`src/rtl/weighted_rr_arbiter.sv`:
```
// -----------------------------------------------------------------------------
// weighted_rr_arbiter
//
// Weighted round-robin arbiter that shares one downstream resource among N
// requesters. Each requester has a programmable weight: the largest number of
// back-to-back transfers it may take per grant. A grant is held while `ready`
// is low and rotates fairly once it is released.
//
// Ports:
//   clk          rising-edge system clock
//   rst          synchronous, active-high reset
//   request[N]   per-requester request level
//   ready        resource accepts a transfer this cycle
//   weight_wr    write strobe for one weight register
//   weight_idx   target requester of the weight write
//   weight_data  new weight value (0 behaves as 1)
//   grant[N]     registered grant, one-hot or zero
//   grant_valid  |grant
//   grant_idx    binary index of the granted requester, 0 when idle
//   xfer         grant_valid & request[grant_idx] & ready (combinational)
//
// Optional build macro ARB_XFER_COUNT_EN adds:
//   count_clr        zero the transfer counter (wins over an increment)
//   xfer_count[16]   free-running transfer counter, wraps 0xFFFF -> 0
// -----------------------------------------------------------------------------
module weighted_rr_arbiter #(
    parameter int unsigned N  = 4,
    parameter int unsigned WW = 4,
    parameter int unsigned IW = $clog2(N)
) (
    input  logic          clk,
    input  logic          rst,
    input  logic [N-1:0]  request,
    input  logic          ready,
    input  logic          weight_wr,
    input  logic [IW-1:0] weight_idx,
    input  logic [WW-1:0] weight_data,
    output logic [N-1:0]  grant,
    output logic          grant_valid,
    output logic [IW-1:0] grant_idx,
    output logic          xfer
`ifdef ARB_XFER_COUNT_EN
    ,
    input  logic          count_clr,
    output logic [15:0]   xfer_count
`endif
);

    typedef enum logic [0:0] {
        IDLE  = 1'b0,
        GRANT = 1'b1
    } state_t;

    state_t        state, state_n;
    logic [N-1:0]  grant_n;
    logic [IW-1:0] owner_n;
    logic [WW-1:0] credit, credit_n;
    logic [IW-1:0] ptr, ptr_n;
    logic [WW-1:0] weight [N];

    // -------------------------------------------------------------------------
    // Helpers
    // -------------------------------------------------------------------------

    // Returns {found, index} of the first set bit of vec, scanning upward
    // from start and wrapping past N-1 back to 0.
    function automatic logic [IW:0] find_first(input logic [N-1:0]  vec,
                                               input logic [IW-1:0] start);
        logic          found;
        logic [IW-1:0] idx;
        int unsigned   j;
        found = 1'b0;
        idx   = '0;
        for (int unsigned k = 0; k < N; k++) begin
            j = (32'(start) + k) % N;
            if (!found && vec[IW'(j)]) begin
                found = 1'b1;
                idx   = IW'(j);
            end
        end
        return {found, idx};
    endfunction

    // A zero weight still grants one transfer.
    function automatic logic [WW-1:0] eff_weight(input logic [WW-1:0] w);
        return (w == '0) ? WW'(1) : w;
    endfunction

    function automatic logic [IW-1:0] next_ptr(input logic [IW-1:0] g);
        return (g == IW'(N - 1)) ? '0 : g + IW'(1);
    endfunction

    // -------------------------------------------------------------------------
    // Weight registers
    // -------------------------------------------------------------------------
    always_ff @(posedge clk) begin
        if (rst) begin
            for (int unsigned i = 0; i < N; i++) begin
                weight[i] <= WW'(1);
            end
        end else if (weight_wr && (32'(weight_idx) < N)) begin
            weight[weight_idx] <= weight_data;
        end
    end

    // -------------------------------------------------------------------------
    // State register
    // -------------------------------------------------------------------------
    always_ff @(posedge clk) begin
        if (rst) begin
            state     <= IDLE;
            grant     <= '0;
            grant_idx <= '0;
            credit    <= '0;
            ptr       <= '0;
        end else begin
            state     <= state_n;
            grant     <= grant_n;
            grant_idx <= owner_n;
            credit    <= credit_n;
            ptr       <= ptr_n;
        end
    end

    // -------------------------------------------------------------------------
    // Next-state logic
    // -------------------------------------------------------------------------
    logic          exhausted;
    logic          release_g;
    logic [N-1:0]  cand;
    logic [IW:0]   pick;
    logic [IW-1:0] search_from;

    always_comb begin
        state_n     = state;
        grant_n     = grant;
        owner_n     = grant_idx;
        credit_n    = credit;
        ptr_n       = ptr;
        exhausted   = 1'b0;
        release_g   = 1'b0;
        cand        = request;
        search_from = ptr;
        pick        = '0;

        case (state)
            IDLE: begin
                pick = find_first(request, ptr);
                if (pick[IW]) begin
                    state_n  = GRANT;
                    grant_n  = N'(1) << pick[IW-1:0];
                    owner_n  = pick[IW-1:0];
                    credit_n = eff_weight(weight[pick[IW-1:0]]);
                end
            end

            GRANT: begin
                exhausted = xfer && (credit == WW'(1));
                // A dropped request is not a transfer, so no decrement here.
                release_g = exhausted || !request[grant_idx];
                if (release_g) begin
                    search_from = next_ptr(grant_idx);
                    ptr_n       = search_from;
                    // The owner may compete again only if it still has credit;
                    // as the sole requester it wraps round to itself.
                    if (exhausted) begin
                        cand[grant_idx] = 1'b0;
                        if (cand == '0 && request[grant_idx]) begin
                            cand[grant_idx] = 1'b1;
                        end
                    end
                    pick = find_first(cand, search_from);
                    if (pick[IW]) begin
                        grant_n  = N'(1) << pick[IW-1:0];
                        owner_n  = pick[IW-1:0];
                        credit_n = eff_weight(weight[pick[IW-1:0]]);
                    end else begin
                        state_n  = IDLE;
                        grant_n  = '0;
                        owner_n  = '0;
                        credit_n = '0;
                    end
                end else if (xfer) begin
                    credit_n = credit - WW'(1);
                end
            end

            default: begin
                state_n  = IDLE;
                grant_n  = '0;
                owner_n  = '0;
                credit_n = '0;
            end
        endcase
    end

    // -------------------------------------------------------------------------
    // Outputs
    // -------------------------------------------------------------------------
    always_comb begin
        grant_valid = |grant;
        xfer        = grant_valid && request[grant_idx] && ready;
    end

`ifdef ARB_XFER_COUNT_EN
    always_ff @(posedge clk) begin
        if (rst || count_clr) begin
            xfer_count <= '0;
        end else if (xfer) begin
            xfer_count <= xfer_count + 16'd1;
        end
    end
`endif

endmodule

```
`config.mk`:
```
export PLATFORM = sky130hd
export DESIGN_NAME = weighted_rr_arbiter
export DESIGN_NICKNAME = d
export VERILOG_FILES = /design/src/rtl/weighted_rr_arbiter.sv
export SDC_FILE = /design/constraint.sdc
export NUM_CORES = 1
export LEC_CHECK = 0
export BUFFER_PORTS_ARGS = -buffer_cell sky130_fd_sc_hd__buf_2
export CAP_MARGIN = 20
export CORE_UTILIZATION = 50
export CTS_CLUSTER_SIZE = 40
export DETAILED_ROUTE_END_ITERATION = 8
export GPL_ROUTABILITY_DRIVEN = 0
export HOLD_SLACK_MARGIN = 0.1
export PLACE_DENSITY_LB_ADDON = 0.1
export SETUP_SLACK_MARGIN = 0.5
export SLEW_MARGIN = 25
export SYNTH_ARGS = -nofsm -noshare
export SYNTH_HDL_FRONTEND = slang
export SYNTH_SLANG_ARGS = --single-unit
```
`constraint.sdc`:
```
create_clock -name clk -period 3.3 [get_ports clk]
set_input_delay 0.165 -clock clk [delete_from_list [all_inputs] [get_ports clk]]
set_output_delay 0.165 -clock clk [all_outputs]
set_load 0.1 [all_outputs]
```
==> results, run 1 <==
- The run finished with clean final reports.
- In this run the vertical extent of the chip is 70.1 um.
- The share of cells above drive strength 1 is 0.332.
- Row generation in the floorplan step produced 24 rows.
- The width of the die is between 70 and 80 um.
- In the global route stage, met2 resource usage came out at 0.412.
- Setup repair after global routing could not meet its margin everywhere.
- The count of final max-slew check failures came to 0.
- The first detailed-routing pass took 4 iterations.
- The number of antenna violations at the first check in global routing came to 0.
- The worst ir drop on vdd is between 0.3 and 0.4 mV.
- The setup slack after layout is between 0.4 and 0.5 ns.
- The hold slack is 0.209 ns.
- The post-place setup slack is ~0.30 ns.
- Once detail routing completed, the nets flagged for antenna violations numbered 0.
- The average detailed-routed wire length per instance is approximately 17 um.
- TritonCTS built the clock tree.
- Across the routed clock network, the largest skew measured is just over 0.008 ns.
- STA classifies the critical path startpoint as a flip-flop.
- The critical-path cell with the highest stage delay is sky130_fd_sc_hd__o31ai_4.
- The share of synthesized registers carrying an async set or reset is 0.
- The total nets after synthesis is 276.
- In this run the tightest slew margin relative to its limit is 0.398.
- The post-detailed-route DRC marker count is 0.
- The root buffer cell chosen for the clock tree is sky130_fd_sc_hd__clkbuf_8.
- The H-tree was split into 2 levels.
- The number of DRC markers after the initial detailed-route iteration is 161.
- Static timing analysis puts the maximum clock frequency at about 350 MHz.
- The clock period could shrink to about 2.9 ns.
- The family of cells with the greatest summed delay on the critical path is compound AO/OA/AOI/OAI gates.
- The path type of the worst min-delay path is primary input to flip-flop.
- The number of inserted diodes is 0.
- Power spread over the standard cell area amounts to roughly 680 mW/mm^2.
- Walking the worst path, the cells encountered are inv_2 -> ha_1 -> nor3b_4 -> nand4_1 -> o31ai_4 -> buf_4 -> o221ai_2 -> o22ai_2 -> nand3_4 -> o211a_1 -> o31ai_1 -> a211oi_1.
- At the later pin of the worst-skew pair, clock insertion delay measures 0.27 ns.
- Counting the buffers created by CTS gives 5.
- The required time of the critical path is roughly 3.4 ns.
- Of all cell types, the one taking the most synthesized area is sky130_fd_sc_hd__edfxtp_1.
- The number of buffers and inverters on the critical path is 2.
- The total setup violations reported at the end of the flow is 0.
- In the global route stage, overall resource usage came out at 0.225.
- Ranked by total cell area, the synthesized netlist is headed by sky130_fd_sc_hd__edfxtp_1 (21%), sky130_fd_sc_hd__dfxtp_1 (11%), sky130_fd_sc_hd__mux2i_1 (9.1%), sky130_fd_sc_hd__nor2_1 (5.0%), sky130_fd_sc_hd__a21oi_1 (3.2%).
- For this run, the number of Yosys warnings is 0.
- The commonest cells after synthesis are sky130_fd_sc_hd__nor2_1 (31), sky130_fd_sc_hd__mux2i_1 (21), sky130_fd_sc_hd__edfxtp_1 (16), sky130_fd_sc_hd__a21oi_1 (15).
- The worst setup path is captured at a flip-flop.
- The clock transition time at the flip-flop clock pins of the worst setup and hold paths is approximately 0.060 ns.
- The net count of the finished layout is 317.
- The proportion of netlist area held by the largest area contributor is 0.207.
- Hold repair after CTS inserted 0 buffers.
- Among all flip-flop cells after synthesis, the most frequent one is sky130_fd_sc_hd__edfxtp_1.
- The number of global-route vias before repair is between 1,500 and 2,000.
- Using the TritonRoute via totals, the vias-per-cell ratio works out to between 6 and 7.
- The synthesized design contains 16 enable-type register cells.
- Relative to the synthesized area, the layout overhead comes to 23.2%.
- For this block, the routed nets add up to 5.80 mm of wire.
- The met1 track utilization from global routing is 0.253.
- Across all layers, the routed design uses around 2,100 vias.
- For this design, the sink count on the clock tree is 29.
- The met3 routing resource usage after global routing is 0.0447.
- The die covers 0.00491 mm^2.
- The critical path class is flip-flop to flip-flop.
- The most frequent cell after synthesis is sky130_fd_sc_hd__nor2_1.
- The total standard cell area after synthesis is approximately 0.0023 mm^2.
- The effective utilization at floorplan is 0.525.
- The slew at the pin with the worst max-slew slack is about 0.90 ns.
- The reported max-cap violation count is 0.
- 22 I/O pins were placed.
- The count of mapped cells out of synthesis is 256.
- The sequential-to-total area share from yosys stat is 0.320.
- The detailed placer's ending HPWL is just under 4 mm.
- The worst-path maximum fanout is 5.
- The setup check on the worst reg-to-reg path leaves a slack of slightly above 0.4 ns.
- The core area is approximately 0.0044 mm^2.
- Yosys mapped the design onto 63 distinct sky130hd cell types.
- Entering global routing, the biggest net connects 25 pins.
- The mean post-synth cell area is roughly 9.1 um^2.
- In this run the deepest clock path goes through 2 buffers.
- At the worst endpoint, the arrival time is between 3 and 4 ns.
- After global routing, the most crowded layer is met2.
- The number of hold-slack violations in the final timing report came to 0.
- The number of synthesized register bits is 29.
- The final period utilization is 0.875.
- The analysis attributes to cell leakage a power of between 1 and 1.5 nW.
- In the final timing run, aggregate negative setup slack is 0 ns.
- Buffers placed on the I/O ports in this run total 21.
- The leftover overflow at the end of global routing is 0.
- The first global-routing pass estimated roughly 8.6 mm of wire.
- The largest single stage delay on the critical path is around 0.40 ns.
==> per-layer routing <==
| metal | wire length [um] | up-vias |
|---|---|---|
| li1 | - | 1044 |
| met1 | 2340 | 998 |
| met2 | 3060 | 71 |
| met3 | 246 | 17 |
| met4 | 145 | 0 |
| met5 | 0 | - |
==> path summary, 6_finish.rpt <==
| check | end | from | cells past startpoint |
|---|---|---|---|
| setup / recovery | credit[0]$_SDFFE_PP0P_ | credit[1]$_SDFFE_PP0P_ | 12 |
| hold / removal | weight[3][0]$_DFFE_PP_ | weight_data[0] | 2 |
| setup reg to reg | credit[0]$_SDFFE_PP0P_ | credit[1]$_SDFFE_PP0P_ | 12 |
| hold reg to reg | grant[3]$_SDFFE_PP0P_ | grant[3]$_SDFFE_PP0P_ | 2 |
==> stage by stage <==
stage               total power, mW  instances  utilization  instance area, um^2
finish                         1.93        350        0.647                 2850
global route                   2.04        350        0.647                 2850
CTS                            1.82        337        0.606                 2670
detailed placement             1.37        319        0.549                 2420
global placement               1.37        319        0.549                 2420
floorplan                      1.25        256            -                 2330
==> cell families (layout without fill, tap and decap cells) <==
| logic type | Yosys count | after routing | share of synthesized area |
|---|---|---|---|
| adder cells (fa/ha/maj) | 6 | 6 | 0.0324 |
| flip-flops | 29 | 29 | 0.320 |
| multiplexers | 25 | 26 | 0.115 |
| AO/OA/AOI/OAI | 65 | 65 | 0.209 |
| AND/OR/NAND/NOR | 102 | 103 | 0.248 |
| buffers and inverters | 27 | 67 | 0.0680 |
| XOR/XNOR | 2 | 2 | 0.00756 |
==> cell type report <==
class,instances,area (um^2)
flip-flops and latches,29,754
clock buffers,6,72.6
clock inverters,2,33.8
well taps,52,65.1
repair buffers,47,310
fillers,365,1560
inverters,12,45.0
multi-input cells,202,1570
==> state kept, by name (all words and copies together), names as in the netlist <==
signal	count
grant	4
weight	16
state	1
credit	4
grant_idx	2
ptr	2
==> power breakdown <==
group | switching, mW | internal (mW)
clock | 0.129 | 0.223
combinational | 0.658 | 0.409
sequential | 0.0702 | 0.443
==> cell usage in the layout (no fill, tap or decap), types with 8 or more instances in the layout <==
master,n
sky130_fd_sc_hd__nand2_1,13
sky130_fd_sc_hd__nor2_1,31
sky130_fd_sc_hd__a21oi_1,15
sky130_fd_sc_hd__o21ai_0,8
sky130_fd_sc_hd__inv_1,11
sky130_fd_sc_hd__buf_4,24
sky130_fd_sc_hd__buf_2,21
sky130_fd_sc_hd__and2_1,12
sky130_fd_sc_hd__mux2i_1,20
sky130_fd_sc_hd__edfxtp_1,16
==> repair_timing <==
action                                  CTS  global route
resized for setup                         6            21
buffers inserted                          9            12
gates cloned                              1             1
pin swaps                                 4            12
endpoints found under the setup margin    4             7
Power figures use the tool's default switching activity.
==> run 2: changes to the inputs <==
==> constraint.sdc (replaced) <==
create_clock -name clk -period 3.3 [get_ports clk]
set_input_delay 0.165 -clock clk [delete_from_list [all_inputs] [get_ports clk]]
set_output_delay 0.165 -clock clk [all_outputs]
set_load 0.005 [all_outputs]
==> run 2 against run 1 <==
Against the previous run: maximum frequency rose by 0.13%; global-route usage increased by 3.2 points; highest routed layer unchanged; critical path depth decreased by 2; utilization is 1.3 points higher; clock skew about the same; sequential power grew 0.8%; clock power increased by 2%; die area unchanged; non-clock buffer count increased by 5; combinational power fell by 14%.
==> results, run 2 (same netlist as run 1, synthesis figures left out) <==
- The endpoint type of the worst setup path is a flip-flop.
- Setup repair after global routing could not meet its margin everywhere.
- The width of the die is 70.1 um (unchanged).
- The worst ir drop on vdd is 0.280 mV (-14%).
- The flow ran to the end, and the final reports show no timing, DRC or antenna violations.
- The wire length reported by the detailed router is 6.17 mm (+6.4%).
- The largest net degree at the start of global routing was 25 (unchanged).
- The post-detailed-route DRC marker count came to 0 (unchanged).
- The number of clock sinks seen by CTS is 29 (unchanged).
- The switching power of the nets came to 0.689 mW (-20%).
- The critical path class is flip-flop to flip-flop.
- The number of filler cells placed in the layout was 355 (-2.7%).
- The share of cells above drive strength 1 was 0.330 (-0.00218).
- The clock period minus final worst setup slack is 2.88 ns (-0.00362 ns).
- Counting flops per register, the top entry is weight.
- The overall global routing resource usage came to 0.257 (+0.0321).
- The count of final max-slew check failures was 0 (unchanged).
- The count of standard-cell rows is 24 (unchanged).
- The leftover overflow at the end of global routing was 0 (unchanged).
- The area of the die came to 0.00491 mm^2 (unchanged).
- The worst-path maximum fanout is 8 (+3).
- STA classifies the critical path startpoint as a flip-flop.
- Compared with the post-synthesis result, the final layout area differs by 25.6%.
- The arrival time of the worst setup path is 3.04 ns (+0.02 ns).
- The area occupied by multi-input gates was 0.00159 mm^2 (+1.3%).
- The number of hold buffers added after CTS is 0 (unchanged).
- The H-tree depth reported by CTS is 2 (unchanged).
- Walking the worst path, the cells encountered are mux4_2 -> a311oi_2 -> a31oi_4 -> o21a_1 -> o21ai_4 -> buf_6 -> mux2i_1 -> mux2i_1 -> o31ai_1 -> a211oi_1.
- The final period utilization is 0.874 (-0.00110).
- The core area is 0.00441 mm^2 (unchanged).
- The vertical extent of the die is 70.1 um (unchanged).
- The effective utilization at floorplan came to 0.525 (unchanged).
- The top-level I/O count is 22 (unchanged).
- The part of the power in combinational logic was 0.512 (-0.040).
- The reported max-cap violation count is 0 (unchanged).
- The clock buffer count from CTS is 5 (unchanged).
- The slew at the pin with the worst max-slew slack came to 0.758 ns (-0.145 ns).
- The total power is 1.80 mW (-6.9%).
- The TritonCTS clock tree is yes.
- The area taken by flip-flops and latches is 748 um^2 (-0.83%).
- The number of input and output port buffers inserted is 21 (unchanged).
- The static power due to leakage is 1.18 nW (+2.1%).
- The number of nets in the layout is 322 (+1.6%).
- The headroom to the max-slew limit is 0.488 (+0.0897).
- The count of antenna-violating nets left after detailed routing was 0 (unchanged).
- The required time of the critical path is 3.45 ns (about the same).
- The flip-flop count of the largest register after layout is 16 (unchanged).
- The library cell used most frequently in the layout, excluding fill and tap cells, is sky130_fd_sc_hd__nor2_1.
- The clock network fraction of design power is 0.200 (+0.018).
- The top achievable clock speed is 347 MHz (+0.13%).
- The total setup violations reported at the end of the flow came to 0 (unchanged).
- The number of DRC markers after the initial detailed-route iteration was 188 (+17%).
- The cell internal power dissipation was 1.11 mW (+3.2%).
- The number of hold-slack violations in the final timing report came to 0 (unchanged).
- The routed via count is 2,138 (+0.38%).
- The detailed placer's ending HPWL is 4.01 mm (+3.7%).
- Counting stages on the worst path, the most repeated cell is sky130_fd_sc_hd__mux2i_1.
- The areal power density over the cells came to 617 mW/mm^2 (-8.8%).
- The number of inserted diodes is 0 (unchanged).
- The number of global-route vias before repair is 2,063 (+9.1%).
- The via density per instance is 6.02 (-1.0%).
- The count of TritonRoute iterations in the first routing pass is 4 (unchanged).
- For this design, the slowest cell found on the critical path is sky130_fd_sc_hd__mux4_2.
- The clock latency reported for the late side of the worst-skew pair is 0.28 ns (about the same).
- The clock skew is 0.00852 ns (+0.000408 ns).
- The switching power as a share of total power was 0.383 (-0.0607).
- The wire length of the first global-routing pass is 9.99 mm (+16%).
- The clock transition time at the flip-flop clock pins of the worst setup and hold paths is 0.07 ns (about the same).
- The largest registers in the layout are weight (16), credit (4), grant (4).
- The average detailed-routed wire length per instance is 17.4 um (+4.9%).
- The longest individual stage delay on the worst path came to 0.59 ns (+0.19 ns).
- Leaving out fill and tap cells, the most frequent cells in the layout are sky130_fd_sc_hd__nor2_1 (29), sky130_fd_sc_hd__buf_4 (25), sky130_fd_sc_hd__mux2i_1 (21), sky130_fd_sc_hd__buf_2 (21), sky130_fd_sc_hd__edfxtp_1 (16).
- The number of antenna violations at the first check in global routing is 0 (unchanged).
- The number of buffers on the longest clock path is 2 (unchanged).
- CTS placed an instance of sky130_fd_sc_hd__clkbuf_8 at the clock tree root.
- The path type of the worst min-delay path is primary input to flip-flop.
- The sequential share of power is 0.288 (+0.022).
- The sum of negative setup slack is 0 ns (unchanged).
run 2: path summary, 6_finish.rpt:
path	from	to	slack (ns)	depth (start not counted)
setup / recovery	grant_idx[0]$_SDFFE_PP0P_	credit[0]$_SDFFE_PP0P_	0.42	10
hold / removal	weight_data[0]	weight[1][0]$_SDFFCE_PN1P_	0.20	2
setup reg to reg	grant_idx[0]$_SDFFE_PP0P_	credit[0]$_SDFFE_PP0P_	0.42	10
hold reg to reg	credit[1]$_SDFFE_PP0P_	credit[1]$_SDFFE_PP0P_	0.54	2
run 2: through the flow:
step           setup WS [ns]  cells  hold slack, ns  area, um^2  utilization
3_3_place_gp          0.0812    323           0.481        2440        0.553
6_report               0.416    355           0.196        2910        0.660
3_5_place_dp          0.0924    323           0.482        2450        0.555
4_1_cts                0.507    345           0.199        2730        0.619
5_1_grt                0.263    355           0.200        2910        0.660
2_1_floorplan          0.540    256           0.343        2320            -
run 2: final cells by class:
class                      instances  share of cell area
clock buffer                       6              0.0249
clock inverter                     2              0.0120
inverter                          12              0.0155
multi-input combinational        202               0.547
sequential                        29               0.257
tap                               52              0.0223
timing repair buffer              52               0.121
run 2: repair_timing:
item / 4_1_cts / 5_1_grt
pin swaps: 6 / 18
resized for setup: 13 / 24
cloned: 2 / 0
setup buffers: 12 / 10
endpoints found under the setup margin: 9 / 8
run 2: power by group through the flow:
stage          logic [mW]  clock network (mW)  registers, mW
6_report            0.921               0.360          0.517
5_1_grt             0.996               0.374          0.525
4_1_cts             0.784               0.361          0.511
3_5_place_dp        0.684                   0          0.508
3_3_place_gp        0.680                   0          0.506
2_1_floorplan       0.566                   0          0.485
run 2: critical path: cells and delay by family, from the launching register on:
family                 cells  cell delay [ns]
AO/OA/AOI/OAI              6             1.32
flip-flops                 1             0.40
buffers and inverters      1             0.17
multiplexers               3             0.86
run 2: metal layers:
metal	track usage	vias up	part of all wire
met5	0	-	0
met4	0.109	0	0.024
met3	0.0418	16	0.042
met2	0.410	67	0.47
met1	0.345	1003	0.46
li1	-	1052	-
